<file path="src/rtl/ps2_pkg.sv">
// Shared types and constants for the PS/2 keyboard receiver: FSM state encoding,
// prefix byte values and the bit layout of a key event.
package ps2_pkg;

    typedef enum logic [1:0] {
        ST_IDLE   = 2'd0,
        ST_DATA   = 2'd1,
        ST_PARITY = 2'd2,
        ST_STOP   = 2'd3
    } ps2_state_e;

    localparam logic [7:0] PS2_PREFIX_EXT = 8'hE0;
    localparam logic [7:0] PS2_PREFIX_REL = 8'hF0;

    localparam int EV_W        = 10;
    localparam int EV_XPD      = 9;
    localparam int EV_RLS      = 8;
    localparam int EV_CODE_MSB = 7;
    localparam int EV_CODE_LSB = 0;

    // Odd parity over code+parity, and the stop bit must be high.
    function automatic logic frame_ok(input logic [7:0] code, input logic par,
                                      input logic stop);
        return (^{code, par}) & stop;
    endfunction

endpackage

</file>
<file path="src/rtl/ps2_keyboard_rx_fifo_if.sv">
// Consumer-side bus of the PS/2 receiver: event FIFO read port and status flags.
// master = consumer (game FSM / VGA logic), slave = receiver.
interface ps2_keyboard_rx_fifo_if #(
    parameter int FIFO_DEPTH = 8
);
    import ps2_pkg::*;

    localparam int CW = $clog2(FIFO_DEPTH) + 1;

    logic            rd_en;
    logic            clr_err;
    logic [EV_W-1:0] rd_data;
    logic            empty;
    logic            full;
    logic [CW-1:0]   count;
    logic            overflow;
    logic            frame_err;

    modport master (
        output rd_en, clr_err,
        input  rd_data, empty, full, count, overflow, frame_err
    );

    modport slave (
        input  rd_en, clr_err,
        output rd_data, empty, full, count, overflow, frame_err
    );

endinterface

</file>
<file path="src/rtl/ps2_sync_fifo.sv">
// Show-ahead synchronous FIFO with count and a sticky overflow flag.
// A push into a full FIFO is accepted only when a pop happens on the same cycle.
module ps2_sync_fifo #(
    parameter int WIDTH = 10,
    parameter int DEPTH = 8
) (
    input  logic                       i_clk,
    input  logic                       i_rst,
    input  logic                       i_push,
    input  logic [WIDTH-1:0]           i_wdata,
    input  logic                       i_rd_en,
    input  logic                       i_clr_ovf,
    output logic [WIDTH-1:0]           o_rdata,
    output logic                       o_empty,
    output logic                       o_full,
    output logic [$clog2(DEPTH):0]     o_count,
    output logic                       o_overflow
);
    localparam int AW = $clog2(DEPTH);
    localparam int CW = AW + 1;

    logic [WIDTH-1:0] r_mem [DEPTH];
    logic [AW-1:0]    r_wr_ptr;
    logic [AW-1:0]    r_rd_ptr;
    logic [CW-1:0]    r_count;
    logic             r_overflow;

    logic w_empty;
    logic w_full;
    logic w_do_rd;
    logic w_do_wr;

    assign w_empty = (r_count == '0);
    assign w_full  = (r_count == CW'(DEPTH));
    assign w_do_rd = i_rd_en && !w_empty;
    assign w_do_wr = i_push && (!w_full || w_do_rd);

    always_ff @(posedge i_clk) begin
        if (w_do_wr) begin
            r_mem[r_wr_ptr] <= i_wdata;
        end
    end

    always_ff @(posedge i_clk) begin
        if (i_rst) begin
            r_wr_ptr   <= '0;
            r_rd_ptr   <= '0;
            r_count    <= '0;
            r_overflow <= 1'b0;
        end else begin
            if (w_do_wr) begin
                r_wr_ptr <= r_wr_ptr + 1'b1;
            end
            if (w_do_rd) begin
                r_rd_ptr <= r_rd_ptr + 1'b1;
            end
            case ({w_do_wr, w_do_rd})
                2'b10:   r_count <= r_count + 1'b1;
                2'b01:   r_count <= r_count - 1'b1;
                default: r_count <= r_count;
            endcase
            // A drop in the same cycle as a clear must stay visible.
            if (i_push && w_full && !i_rd_en) begin
                r_overflow <= 1'b1;
            end else if (i_clr_ovf) begin
                r_overflow <= 1'b0;
            end
        end
    end

    assign o_rdata    = w_empty ? '0 : r_mem[r_rd_ptr];
    assign o_empty    = w_empty;
    assign o_full     = w_full;
    assign o_count    = r_count;
    assign o_overflow = r_overflow;

endmodule

</file>
<file path="src/rtl/ps2_keyboard_rx_fifo.sv">
// PS/2 keyboard receiver: pin sync + glitch filter, 11-bit frame FSM, E0/F0 prefix folding,
// event FIFO. Optional mid-frame timeout abort enabled by defining PS2_RX_TIMEOUT_EN.
//
//   state     | meaning
//   ST_IDLE   | waiting for a start bit (data=0 on a strobe)
//   ST_DATA   | shifting in 8 data bits, LSB first
//   ST_PARITY | capturing the parity bit
//   ST_STOP   | checking stop bit and parity, then folding/pushing the code
module ps2_keyboard_rx_fifo
    import ps2_pkg::*;
#(
    parameter int FILTER_LEN     = 4,
    parameter int FIFO_DEPTH     = 8,
    parameter int TIMEOUT_CYCLES = 100000
) (
    input  logic                   i_clk,
    input  logic                   i_rst,
    input  logic                   i_ps2k_clk,
    input  logic                   i_ps2k_data,
    ps2_keyboard_rx_fifo_if.slave  bus
);
    localparam int CW    = $clog2(FIFO_DEPTH) + 1;
    localparam int FLT_W = $clog2(FILTER_LEN + 1);

    logic r_clk_s1, r_clk_s2;
    logic r_dat_s1, r_dat_s2;

    logic [FLT_W-1:0] r_flt_cnt;
    logic             r_flt_clk;
    logic             r_flt_d;
    logic             r_strobe;
    logic             w_fall;

    ps2_state_e       r_state;
    logic [7:0]       r_shift;
    logic [2:0]       r_bit_cnt;
    logic             r_parity;
    logic             r_pend_xpd;
    logic             r_pend_rls;
    logic             r_push;
    logic [EV_W-1:0]  r_push_data;
    logic             r_frame_err;
    logic             w_timeout;

    logic [EV_W-1:0]  w_rd_data;
    logic             w_empty;
    logic             w_full;
    logic [CW-1:0]    w_count;
    logic             w_overflow;

    // Both pins idle high, so the synchronisers come out of reset at 1.
    always_ff @(posedge i_clk) begin
        if (i_rst) begin
            r_clk_s1 <= 1'b1;
            r_clk_s2 <= 1'b1;
            r_dat_s1 <= 1'b1;
            r_dat_s2 <= 1'b1;
        end else begin
            r_clk_s1 <= i_ps2k_clk;
            r_clk_s2 <= r_clk_s1;
            r_dat_s1 <= i_ps2k_data;
            r_dat_s2 <= r_dat_s1;
        end
    end

    // Down-counter of samples disagreeing with the filtered clock; terminal count flips it.
    always_ff @(posedge i_clk) begin
        if (i_rst) begin
            r_flt_cnt <= FLT_W'(FILTER_LEN - 1);
            r_flt_clk <= 1'b1;
            r_flt_d   <= 1'b1;
            r_strobe  <= 1'b0;
        end else begin
            r_flt_d  <= r_flt_clk;
            r_strobe <= w_fall;
            if (r_clk_s2 == r_flt_clk) begin
                r_flt_cnt <= FLT_W'(FILTER_LEN - 1);
            end else if (r_flt_cnt == '0) begin
                r_flt_clk <= r_clk_s2;
                r_flt_cnt <= FLT_W'(FILTER_LEN - 1);
            end else begin
                r_flt_cnt <= r_flt_cnt - 1'b1;
            end
        end
    end

    assign w_fall = r_flt_d && !r_flt_clk;

`ifdef PS2_RX_TIMEOUT_EN
    localparam int TO_W = $clog2(TIMEOUT_CYCLES + 1);

    logic [TO_W-1:0] r_to_cnt;

    always_ff @(posedge i_clk) begin
        if (i_rst || r_strobe) begin
            r_to_cnt <= TO_W'(TIMEOUT_CYCLES - 1);
        end else if (r_state != ST_IDLE && r_to_cnt != '0) begin
            r_to_cnt <= r_to_cnt - 1'b1;
        end
    end

    assign w_timeout = (r_state != ST_IDLE) && (r_to_cnt == '0) && !r_strobe;
`else
    assign w_timeout = 1'b0;
`endif

    always_ff @(posedge i_clk) begin
        if (i_rst) begin
            r_state     <= ST_IDLE;
            r_shift     <= '0;
            r_bit_cnt   <= '0;
            r_parity    <= 1'b0;
            r_pend_xpd  <= 1'b0;
            r_pend_rls  <= 1'b0;
            r_push      <= 1'b0;
            r_push_data <= '0;
            r_frame_err <= 1'b0;
        end else begin
            r_push <= 1'b0;
            // Any error set below in this cycle overrides the clear.
            if (bus.clr_err) begin
                r_frame_err <= 1'b0;
            end
            if (w_timeout) begin
                r_state     <= ST_IDLE;
                r_frame_err <= 1'b1;
                r_pend_xpd  <= 1'b0;
                r_pend_rls  <= 1'b0;
            end else if (r_strobe) begin
                unique case (r_state)
                    ST_IDLE: begin
                        if (!r_dat_s2) begin
                            r_state   <= ST_DATA;
                            r_bit_cnt <= 3'd7;
                        end
                    end
                    ST_DATA: begin
                        r_shift <= {r_dat_s2, r_shift[7:1]};
                        if (r_bit_cnt == '0) begin
                            r_state <= ST_PARITY;
                        end else begin
                            r_bit_cnt <= r_bit_cnt - 1'b1;
                        end
                    end
                    ST_PARITY: begin
                        r_parity <= r_dat_s2;
                        r_state  <= ST_STOP;
                    end
                    ST_STOP: begin
                        r_state <= ST_IDLE;
                        if (frame_ok(r_shift, r_parity, r_dat_s2)) begin
                            if (r_shift == PS2_PREFIX_EXT) begin
                                r_pend_xpd <= 1'b1;
                            end else if (r_shift == PS2_PREFIX_REL) begin
                                r_pend_rls <= 1'b1;
                            end else begin
                                r_push                                <= 1'b1;
                                r_push_data[EV_XPD]                   <= r_pend_xpd;
                                r_push_data[EV_RLS]                   <= r_pend_rls;
                                r_push_data[EV_CODE_MSB:EV_CODE_LSB]  <= r_shift;
                                r_pend_xpd                            <= 1'b0;
                                r_pend_rls                            <= 1'b0;
                            end
                        end else begin
                            r_frame_err <= 1'b1;
                            r_pend_xpd  <= 1'b0;
                            r_pend_rls  <= 1'b0;
                        end
                    end
                    default: r_state <= ST_IDLE;
                endcase
            end
        end
    end

    ps2_sync_fifo #(
        .WIDTH (EV_W),
        .DEPTH (FIFO_DEPTH)
    ) u_fifo (
        .i_clk      (i_clk),
        .i_rst      (i_rst),
        .i_push     (r_push),
        .i_wdata    (r_push_data),
        .i_rd_en    (bus.rd_en),
        .i_clr_ovf  (bus.clr_err),
        .o_rdata    (w_rd_data),
        .o_empty    (w_empty),
        .o_full     (w_full),
        .o_count    (w_count),
        .o_overflow (w_overflow)
    );

    assign bus.rd_data   = w_rd_data;
    assign bus.empty     = w_empty;
    assign bus.full      = w_full;
    assign bus.count     = w_count;
    assign bus.overflow  = w_overflow;
    assign bus.frame_err = r_frame_err;

endmodule

</file>
<file path="src/flat_wrapper.sv">
// flat-port wrapper written by rule: the top's interface ports become plain ports
module ps2_keyboard_rx_fifo_flat import ps2_pkg::*;
#(
    parameter int FILTER_LEN     = 4,
    parameter int FIFO_DEPTH     = 8,
    parameter int TIMEOUT_CYCLES = 100000
)
  (i_clk, i_rst, i_ps2k_clk, i_ps2k_data, bus_rd_en, bus_clr_err, bus_rd_data, bus_empty, bus_full, bus_count, bus_overflow, bus_frame_err);
  ps2_keyboard_rx_fifo_if #(.FIFO_DEPTH(FIFO_DEPTH)) bus_i ();
  input  logic i_clk;
  input  logic i_rst;
  input  logic i_ps2k_clk;
  input  logic i_ps2k_data;
  input wire logic [$bits(bus_i.rd_en)-1:0] bus_rd_en;
  input wire logic [$bits(bus_i.clr_err)-1:0] bus_clr_err;
  output wire logic [$bits(bus_i.rd_data)-1:0] bus_rd_data;
  output wire logic [$bits(bus_i.empty)-1:0] bus_empty;
  output wire logic [$bits(bus_i.full)-1:0] bus_full;
  output wire logic [$bits(bus_i.count)-1:0] bus_count;
  output wire logic [$bits(bus_i.overflow)-1:0] bus_overflow;
  output wire logic [$bits(bus_i.frame_err)-1:0] bus_frame_err;
  assign bus_i.rd_en = bus_rd_en;
  assign bus_i.clr_err = bus_clr_err;
  assign bus_rd_data = bus_i.rd_data;
  assign bus_empty = bus_i.empty;
  assign bus_full = bus_i.full;
  assign bus_count = bus_i.count;
  assign bus_overflow = bus_i.overflow;
  assign bus_frame_err = bus_i.frame_err;
  ps2_keyboard_rx_fifo #(.FILTER_LEN(FILTER_LEN), .FIFO_DEPTH(FIFO_DEPTH), .TIMEOUT_CYCLES(TIMEOUT_CYCLES)) u_core (.i_clk(i_clk), .i_rst(i_rst), .i_ps2k_clk(i_ps2k_clk), .i_ps2k_data(i_ps2k_data), .bus(bus_i));
endmodule
</file>
<file path="config.mk">
export PLATFORM = sky130hd
export DESIGN_NAME = ps2_keyboard_rx_fifo_flat
export DESIGN_NICKNAME = d
export VERILOG_FILES = /design/src/rtl/ps2_pkg.sv /design/src/rtl/ps2_keyboard_rx_fifo_if.sv /design/src/rtl/ps2_sync_fifo.sv /design/src/rtl/ps2_keyboard_rx_fifo.sv /design/src/flat_wrapper.sv
export SDC_FILE = /design/constraint.sdc
export NUM_CORES = 1
export LEC_CHECK = 0
export CORE_MARGIN = 2
export CORE_UTILIZATION = 60
export CTS_BUF_LIST = sky130_fd_sc_hd__clkbuf_4 sky130_fd_sc_hd__clkbuf_8
export DETAILED_ROUTE_END_ITERATION = 10
export PLACE_DENSITY = 0.79
export REMOVE_ABC_BUFFERS = 1
export SYNTH_ARGS = -nofsm -noshare
export SYNTH_HDL_FRONTEND = slang
export SYNTH_SLANG_ARGS = --single-unit
</file>
<file path="constraint.sdc">
create_clock -name i_clk -period 5 [get_ports i_clk]
set_input_delay 1 -clock i_clk [delete_from_list [all_inputs] [get_ports i_clk]]
set_output_delay 1 -clock i_clk [all_outputs]
set_load 0.01 [all_outputs]
</file>
==> results of run 1 <==
cell usage after synthesis (2+ instances only):
library cell	number
a211oi_1	4
a21o_1	2
a21oi_1	18
a31oi_1	2
and3_1	2
buf_2	4
clkbuf_1	13
dfxtp_1	52
edfxtp_1	80
ha_1	11
inv_1	11
mux2i_1	22
mux4_2	20
nand2_1	32
nand2b_1	20
nand3_1	2
nor2_1	31
nor2b_1	5
nor3_1	10
nor4_1	4
o21ai_0	2
or2_2	7
or2b_1	2
xnor2_1	8
xor2_1	6
cell families after synthesis:
family,Yosys count,share of synthesized area
DFF,132,0.635
AOI/OAI and AO/OA,35,0.0420
adders and majority gates,11,0.0254
muxes,43,0.128
buffers and inverters,31,0.0245
and+or+nand+nor,121,0.110
xor gates and xnor gates,17,0.0355
placed cells by master (no fill, tap or decap), drive strengths merged, types with 2 or more instances in the layout:
cell type	n
or2	7
mux2i	23
buf	4
nor3	10
nor4	4
clkinv	4
nor2b	5
a21oi	18
inv	18
mux4	20
and3	2
xor2	6
or2b	2
nand3	2
ha	11
a21o	2
nand2	32
dfxtp	52
or4b	2
nor2	31
a211oi	4
edfxtp	80
nand2b	20
bufinv	2
o21ai	2
clkdlybuf4s50	23
a31oi	2
xnor2	8
xnor3	2
clkbuf	18
registers in the layout (all words and copies together) (netlist names), 2 cells and up, named ones only:
| name | count |
|---|---|
| u_core.u_fifo.r_rd_ptr | 3 |
| u_core.r_flt_cnt | 3 |
| u_core.r_state | 2 |
| u_core.r_bit_cnt | 3 |
| u_core.r_shift | 8 |
| u_core.u_fifo.o_count | 4 |
| u_core.r_push_data | 10 |
| u_core.u_fifo.r_wr_ptr | 3 |
| u_core.u_fifo.r_mem | 80 |
metal layers:
layer	vias to the layer above	share of wire
li1	1476	-
met1	1508	0.42
met2	64	0.52
met3	14	0.042
met4	0	0.016
met5	-	0
cell type report:
cell class / count / area share
Sequential cell: 132 / 0.558
Inverter: 11 / 0.00669
Timing Repair Buffer: 27 / 0.0422
Clock inverter: 14 / 0.0274
Multi-Input combinational cell: 227 / 0.305
Clock buffer: 18 / 0.0391
Tap cell: 108 / 0.0219
final timing paths:
path                       startpoint                    end  slack, ns
setup / recovery                 flop         bus_rd_data[2]       1.43
setup reg to reg    u_core.r_shift[7]  u_core.r_push_data[8]       2.40
hold / removal    u_core.r_flt_cnt[0]    u_core.r_flt_cnt[0]       0.38
hold reg to reg   u_core.r_flt_cnt[0]    u_core.r_flt_cnt[0]       0.38
worst max-delay path, delay by kind of cell (launching register included):
kind                   cells  cell delay, ns
flip-flops                 1            0.96
buffers and inverters      1            0.47
AND/OR/NAND/NOR            1            0.06
multiplexers               2            0.64
report_power, final:
group	switching [mW]	total, mW	internal (mW)
logic	0.0199	0.0398	0.0199
clock network	0.440	0.905	0.466
registers	0.00310	1.15	1.14
==> results.py, run 1 <==
metrics = {
    "final_layout": {
        "fin_util": 0.704,
        "area_growth_pct": 13.8,
        "layout.cells.non_filler": 537,
        "n_antenna_cell": 0,
        "nNetsFinal": 433,
        "drive_gt1_frac": 0.172,
        "multi_input_area_um2": 1880,
        "postLayoutCellArea_um2": 6170,
        "regArea_um2": 3440,
        "fillers": 595,
    },
    "global_routing": {
        "first_global_vias": 3158,
        "overflow": 0,
        "grt_use_total": 0.207,
        "busiest_layer": "met2",
        "use_met3": 0.0560,
        "grt_pass1_wl_mm": 15.3,
        "grt_max_degree": 48,
        "antenna_found_initial": 0,
        "met2_usage": 0.346,
        "use_met1": 0.254,
    },
    "setup_path": {
        "path_max_fanout": 20,
        "crit_type": "reg -> out",
        "worst_ep_required_time_ns": 4.00,
        "cp-end-kind": "output port",
        "rr_worst_depth": 5,
        "cp_slowest_cell": "dfxtp_1",
        "critPathLaunchType": "flop",
        "cp_cell_sequence": "mux4_2 > mux2i_1 > nor2_1 > clkdlybuf4s50_1",
        "max_stage_delay_ns": 0.96,
        "cp.arrival_ns": 2.57,
    },
    "routing": {
        "drc_errors": 0,
        "via_count": 3062,
        "drt_iter0_markers": 102,
        "dr.pass1.iters": 5,
        "viasPerCell": 5.70,
        "drt-wirelength-per-cell_um": 17.0,
        "ant_nets": 0,
        "wl_mm": 9.15,
    },
    "floorplan": {
        "initial_core_util": 0.619,
        "die_y_um": 99.1,
        "boundaryPins": 24,
        "rows": 34,
        "die_area_um2": 9810,
        "die_w_um": 99.1,
        "core-area_um2": 8760,
    },
    "sta": {
        "rsz0062_at_grt": "false",
        "fin_ws_ns": 1.43,
        "period_share": 0.713,
        "tns_ns": 0,
        "fmax_ghz": 0.280,
        "worst_pin_slew_ns": 1.07,
        "hold_viol": 0,
        "min_period_ns": 3.57,
        "skew_ns": 0.0165,
        "slew_violations": 0,
        "setup_viol": 0,
        "fin_hold_ws_ns": 0.383,
        "slew-limit-headroom": 0.280,
    },
    "synth": {
        "synth.ff_latch_count": 132,
        "synth_seq_area_share": 0.635,
        "synth_area_um2": 5420,
        "synth_cell_types": 45,
        "yosys.area.top_type": "edfxtp_1",
        "synth_enable_flop_cells": 80,
        "synth_cells": 390,
        "async_reset_ff_frac": 0,
        "synth_flop_cell": "edfxtp_1",
        "yosysWarnings": 0,
        "synth_area_leaders": "edfxtp_1, dfxtp_1, mux4_2",
        "post-synth-top-area-fraction": 0.443,
        "avgSynthCellArea_um2": 13.9,
    },
    "placement": {
        "hpwlAfterDp_mm": 6.00,
        "dp_cells": 505,
        "port_buffers": 23,
        "dp_slack_ns": 1.81,
        "place_congestion": 0.768,
        "place_area_um2": 5760,
    },
    "clock_tree": {
        "cts_resized": 0,
        "holdBufCountCts": 0,
        "clk_pin_slew_ns": 0.08,
        "clk-insertion-delay-late_ns": 0.44,
        "htree_levels": 4,
        "cts_tree": "built",
        "numCtsBuffers": 17,
        "cts_root_buf": "clkbuf_8",
        "post_cts_buffers": 0,
        "cts.sinks": 132,
        "clk_path_buf_depth": 2,
    },
    "pwr": {
        "p_leak_nw": 2.24,
        "power_mw": 2.09,
        "ir_worst_vdd_v": 0.000248,
        "power_density_nw_per_um2": 339,
    },
    "hold_path": {
        "hp-class": "reg -> reg",
        "worstHoldPathCells": 1,
    },
    "flow_run": {
        "drv_cap": 0,
    },
    "status": {
        "status": "finished, final reports clean",
    },
}
Note: power is estimated with default switching activity, not from simulation.
==> inputs of run 2 (changes only) <==
--- a/config.mk
+++ b/config.mk
@@ -6,10 +6,10 @@
 export NUM_CORES = 1
 export LEC_CHECK = 0
 export CORE_MARGIN = 2
-export CORE_UTILIZATION = 60
+export CORE_UTILIZATION = 56
 export CTS_BUF_LIST = sky130_fd_sc_hd__clkbuf_4 sky130_fd_sc_hd__clkbuf_8
 export DETAILED_ROUTE_END_ITERATION = 10
-export PLACE_DENSITY = 0.79
+export PLACE_DENSITY = 0.78
 export REMOVE_ABC_BUFFERS = 1
 export SYNTH_ARGS = -nofsm -noshare
 export SYNTH_HDL_FRONTEND = slang
==> constraint.sdc (replaced) <==
create_clock -name i_clk -period 3.18 [get_ports i_clk]
set_input_delay 0.636 -clock i_clk [delete_from_list [all_inputs] [get_ports i_clk]]
set_output_delay 0.636 -clock i_clk [all_outputs]
set_load 0.01 [all_outputs]
==> results.py, run 2 (same netlist as run 1, synthesis figures left out) <==
metrics = {
    "setup_path": {
        "cp.arrival_ns": 2.32,
        "r2r_end": "u_core.u_fifo.o_count[2]",
        "crit_family": "buffers and inverters",
        "cp-end-kind": "output port",
        "worstSetupPathDepth": 5,
        "rr_worst_depth": 8,
        "crit_type": "reg -> out",
        "critical_path_buf_inv_count": 2,
        "regToRegStartpoint": "u_core.u_fifo.o_count[0]",
        "worst_ep_required_time_ns": 2.54,
        "max_stage_delay_ns": 0.55,
        "path_max_fanout": 20,
        "cp_cell_sequence": "buf_6 > mux4_2 > mux2i_1 > nor2_1 > clkdlybuf4s50_1",
        "r2r_slack_ns": 0.81,
        "critPathLaunchType": "flop",
        "cp_slowest_cell": "mux4_2",
    },
    "global_routing": {
        "grt_pass1_wl_mm": 15.0,
        "use_met3": 0.0616,
        "grt_use_total": 0.197,
        "use_met1": 0.244,
        "overflow": 0,
        "grt_max_degree": 32,
        "met2_usage": 0.331,
        "busiest_layer": "met2",
        "first_global_vias": 3038,
        "antenna_found_initial": 0,
    },
    "final_layout": {
        "top_regs": "u_core.u_fifo.r_mem (80), u_core.r_push_data (10), u_core.r_shift (8)",
        "nNetsFinal": 443,
        "largest_reg_flops": 80,
        "fin_util": 0.670,
        "final_cell_mix": "edfxtp_1, dfxtp_1, nand2_1, nor2_1, clkdlybuf4s50_1",
        "layout.cells.non_filler": 568,
        "largest_register": "u_core.u_fifo.r_mem",
        "drive_gt1_frac": 0.180,
        "fillers": 703,
        "n_antenna_cell": 0,
        "final_common_cell": "edfxtp_1",
        "area_growth_pct": 15.3,
    },
    "sta": {
        "skew_ns": 0.0124,
        "slew-limit-headroom": 0.453,
        "period_share": 0.930,
        "setup_viol": 0,
        "rsz0062_at_grt": "false",
        "worst_pin_slew_ns": 0.811,
        "fin_hold_ws_ns": 0.390,
        "fmax_ghz": 0.338,
        "tns_ns": 0,
        "hold_viol": 0,
        "slew_violations": 0,
        "min_period_ns": 2.96,
    },
    "pwr": {
        "p_leak_nw": 2.28,
        "combPwrFrac": 0.020,
        "switching_share": 0.221,
        "power_mw": 3.27,
        "netSwitchingPower_mw": 0.722,
        "p_int_mw": 2.55,
        "seqPwrFrac": 0.551,
        "clkPwrFrac": 0.430,
        "power_density_nw_per_um2": 523,
        "ir_worst_vdd_v": 0.000320,
    },
    "clock_tree": {
        "clk_pin_slew_ns": 0.07,
        "post_cts_buffers": 0,
        "clk_path_buf_depth": 2,
        "numCtsBuffers": 17,
        "cts.sinks": 132,
        "cts_root_buf": "clkbuf_8",
        "cts_tree": "built",
        "clk-insertion-delay-late_ns": 0.43,
        "holdBufCountCts": 0,
        "htree_levels": 4,
    },
    "routing": {
        "dr.pass1.iters": 4,
        "wl_mm": 9.09,
        "drt_iter0_markers": 143,
        "drt-wirelength-per-cell_um": 16.0,
        "ant_nets": 0,
        "viasPerCell": 5.35,
        "drc_errors": 0,
        "via_count": 3037,
    },
    "placement": {
        "port_buffers": 23,
        "hpwlAfterDp_mm": 5.78,
        "dp_cells": 536,
        "place_congestion": 0.800,
    },
    "floorplan": {
        "boundaryPins": 24,
        "die_area_um2": 10500,
        "die_w_um": 102,
        "die_y_um": 102,
        "core-area_um2": 9330,
        "rows": 35,
        "initial_core_util": 0.581,
    },
    "hold_path": {
        "holdCritStartpoint": "u_core.r_flt_cnt[0]",
        "worstHoldPathCells": 1,
        "holdPathEnd": "u_core.r_flt_cnt[0]",
        "hp-class": "reg -> reg",
    },
    "flow_run": {
        "drv_cap": 0,
    },
    "status": {
        "status": "finished, final reports clean",
    },
}
run 2: per-stage QoR:
stage / setup slack, ns / instance area (um^2)
floorplan: 0.726 / 5330
global placement: 0.593 / 5840
detailed placement: 0.554 / 5840
CTS: 0.0836 / 6250
global route: 0.0681 / 6250
finish: 0.223 / 6250
run 2: worst max-delay path by stage:
stage / start / slack, ns / end
floorplan: flop / 0.73 / bus_rd_data[0]
global placement: flop / 0.59 / bus_rd_data[5]
detailed placement: flop / 0.55 / bus_rd_data[5]
CTS: flop / 0.08 / bus_rd_data[5]
global route: flop / 0.07 / bus_rd_data[0]
finish: flop / 0.22 / bus_rd_data[5]
run 2: layout make-up:
cell class,instances,area [um^2],share of cell area
well taps,129,161,0.0258
repair buffers,37,339,0.0542
inverters,11,41.3,0.00660
multi-input cells,227,1860,0.297
clock inverters,15,174,0.0278
flip-flops and latches,132,3440,0.551
clock buffers,17,234,0.0374
run 2: routing by layer:
| layer | share of wire | vias up |
|---|---|---|
| met5 | 0 | - |
| met4 | 0.0068 | 0 |
| met3 | 0.048 | 5 |
| met2 | 0.52 | 73 |
| met1 | 0.42 | 1470 |
| li1 | - | 1489 |
run 2: power groups by stage:
stage          logic [mW]  clock network [mW]  registers, mW
4_1_cts            0.0655                1.44           1.80
6_report           0.0641                1.41           1.80
3_3_place_gp       0.0641                   0           1.84
5_1_grt            0.0706                1.52           1.80
3_5_place_dp       0.0653                   0           1.84
2_1_floorplan      0.0271                   0           1.84
run 2: repair_timing:
action                     CTS  global route
gates resized for setup      0             1
hold endpoints to repair     0             0
setup endpoints to repair    0             2
==> inputs of run 3 (changes only) <==
--- a/config.mk
+++ b/config.mk
@@ -5,11 +5,13 @@
 export SDC_FILE = /design/constraint.sdc
 export NUM_CORES = 1
 export LEC_CHECK = 0
+export CELL_PAD_IN_SITES_DETAIL_PLACEMENT = 0
+export CELL_PAD_IN_SITES_GLOBAL_PLACEMENT = 2
 export CORE_MARGIN = 2
-export CORE_UTILIZATION = 56
+export CORE_UTILIZATION = 41
 export CTS_BUF_LIST = sky130_fd_sc_hd__clkbuf_4 sky130_fd_sc_hd__clkbuf_8
 export DETAILED_ROUTE_END_ITERATION = 10
-export PLACE_DENSITY = 0.78
+export PLACE_DENSITY_LB_ADDON = 0.1
 export REMOVE_ABC_BUFFERS = 1
 export SYNTH_ARGS = -nofsm -noshare
 export SYNTH_HDL_FRONTEND = slang
==> results.py, run 3 (same netlist as run 1, synthesis figures left out) <==
metrics = {
    "placement": {
        "place_congestion": 0.737,
        "port_buffers": 23,
        "place_area_um2": 5890,
        "hpwlAfterDp_mm": 6.07,
    },
    "final_layout": {
        "drive_gt1_frac": 0.181,
        "multi_input_area_um2": 1860,
        "nNetsFinal": 441,
        "fillers": 1131,
        "largest_register": "u_core.u_fifo.r_mem",
        "largest_reg_flops": 80,
        "regArea_um2": 3440,
        "postLayoutCellArea_um2": 6360,
        "final_cell_mix": "edfxtp_1, dfxtp_1, nand2_1, nor2_1",
        "n_antenna_cell": 0,
        "final_common_cell": "edfxtp_1",
        "top_regs": "u_core.u_fifo.r_mem (80), u_core.r_push_data (10), u_core.r_shift (8)",
        "area_growth_pct": 17.3,
    },
    "routing": {
        "drt-wirelength-per-cell_um": 15.7,
        "drt_iter0_markers": 215,
        "viasPerCell": 4.88,
        "wl_mm": 9.64,
        "dr.pass1.iters": 4,
        "via_count": 2990,
        "drc_errors": 0,
        "ant_nets": 0,
    },
    "sta": {
        "slew_violations": 0,
        "setup_viol": 0,
        "hold_viol": 0,
        "tns_ns": 0,
        "fmax_ghz": 0.344,
        "rsz0062_at_grt": "false",
        "slew-limit-headroom": 0.395,
        "period_share": 0.914,
        "min_period_ns": 2.91,
        "skew_ns": 0.00935,
        "worst_pin_slew_ns": 0.907,
    },
    "setup_path": {
        "cp.arrival_ns": 2.27,
        "cp_slowest_cell": "mux4_2",
        "cp-end-kind": "output port",
        "cp_cell_sequence": "buf_12 > mux4_2 > mux2i_1 > nor2_1 > clkdlybuf4s50_1",
        "critical_path_buf_inv_count": 2,
        "crit_family": "multiplexers",
        "r2r_slack_ns": 0.84,
        "crit_type": "reg -> out",
        "worst_ep_required_time_ns": 2.54,
        "path_max_fanout": 20,
        "critPathLaunchType": "flop",
        "max_stage_delay_ns": 0.51,
    },
    "pwr": {
        "p_leak_nw": 2.30,
        "ir_worst_vdd_v": 0.000176,
        "power_density_nw_per_um2": 550,
    },
    "clock_tree": {
        "clk_pin_slew_ns": 0.07,
        "cts_resized": 0,
        "numCtsBuffers": 17,
        "cts_root_buf": "clkbuf_8",
        "htree_levels": 4,
        "post_cts_buffers": 0,
        "clk_path_buf_depth": 2,
        "holdBufCountCts": 0,
        "cts.sinks": 132,
        "cts_tree": "built",
        "clk-insertion-delay-late_ns": 0.43,
    },
    "global_routing": {
        "antenna_found_initial": 0,
        "first_global_vias": 2925,
        "grt_max_degree": 57,
        "grt_pass1_wl_mm": 15.7,
        "grt_use_total": 0.148,
        "overflow": 0,
    },
    "hold_path": {
        "hp-class": "reg -> reg",
    },
    "floorplan": {
        "die_y_um": 119,
        "initial_core_util": 0.414,
        "die_w_um": 119,
        "boundaryPins": 24,
        "die_area_um2": 14200,
        "core-area_um2": 13100,
        "rows": 42,
    },
    "flow_run": {
        "drv_cap": 0,
    },
    "status": {
        "status": "finished, final reports clean",
    },
}
run 3: changes by cell type in the layout (fill, tap and decap cells not counted), sizes merged:
cell           change
clkinv             -4
bufinv             +3
buf                -1
clkdlybuf4s50      -1
clkinvlp           +1
inv                -6
clkbuf             +6
run 3: worst reg2reg max path, cell delays in order, from the launching register on:
cell and delay [ns]:
dfxtp_1 0.40, o41ai_2 0.75, nor2_1 0.15, xor2_1 0.18
ha_1 0.21, nor4_1 0.23, a31oi_1 0.08, xor2_1 0.16
nor2_1 0.05
run 3: worst paths after layout:
check | from | endpoint | cells after the start
max | flop | bus_rd_data[5] | 5
min | u_core.r_flt_cnt[0] | u_core.r_flt_cnt[0] | 1
max reg2reg | u_core.u_fifo.o_count[0] | u_core.u_fifo.o_count[2] | 8
min reg2reg | u_core.r_flt_cnt[0] | u_core.r_flt_cnt[0] | 1
run 3: per-stage QoR:
step | worst slack (ns) | utilization | instances | hold slack, ns | power, mW
floorplan | 0.726 | - | 370 | 0.358 | 1.87
global placement | 0.702 | 0.450 | 581 | 0.365 | 1.91
detailed placement | 0.645 | 0.450 | 581 | 0.375 | 1.91
CTS | 0.219 | 0.486 | 613 | 0.390 | 3.54
global route | 0.127 | 0.486 | 613 | 0.402 | 3.62
finish | 0.274 | 0.486 | 613 | 0.385 | 3.50
run 3: cell type report:
cell class                      instances  share of cell area
Timing Repair Buffer                   35              0.0515
Clock buffer                           23              0.0458
Tap cell                              176              0.0346
Clock inverter                          9              0.0279
Sequential cell                       132               0.541
Inverter                               11             0.00649
Multi-Input combinational cell        227               0.292
run 3: routing by layer:
layer | up-vias | share of wire | global-route usage
met3 | 13 | 0.036 | 0.0402
met1 | 1445 | 0.47 | 0.191
met4 | 0 | 0.018 | 0.0744
li1 | 1479 | - | -
met5 | - | 0 | 0
met2 | 53 | 0.47 | 0.231
run 3: report_power, final:
group          total [mW]  leakage, nW  switching (mW)  internal (mW)
clock                1.63        0.230           0.622           1.01
combinational      0.0631        0.746          0.0318         0.0314
sequential           1.80         1.33         0.00535           1.80
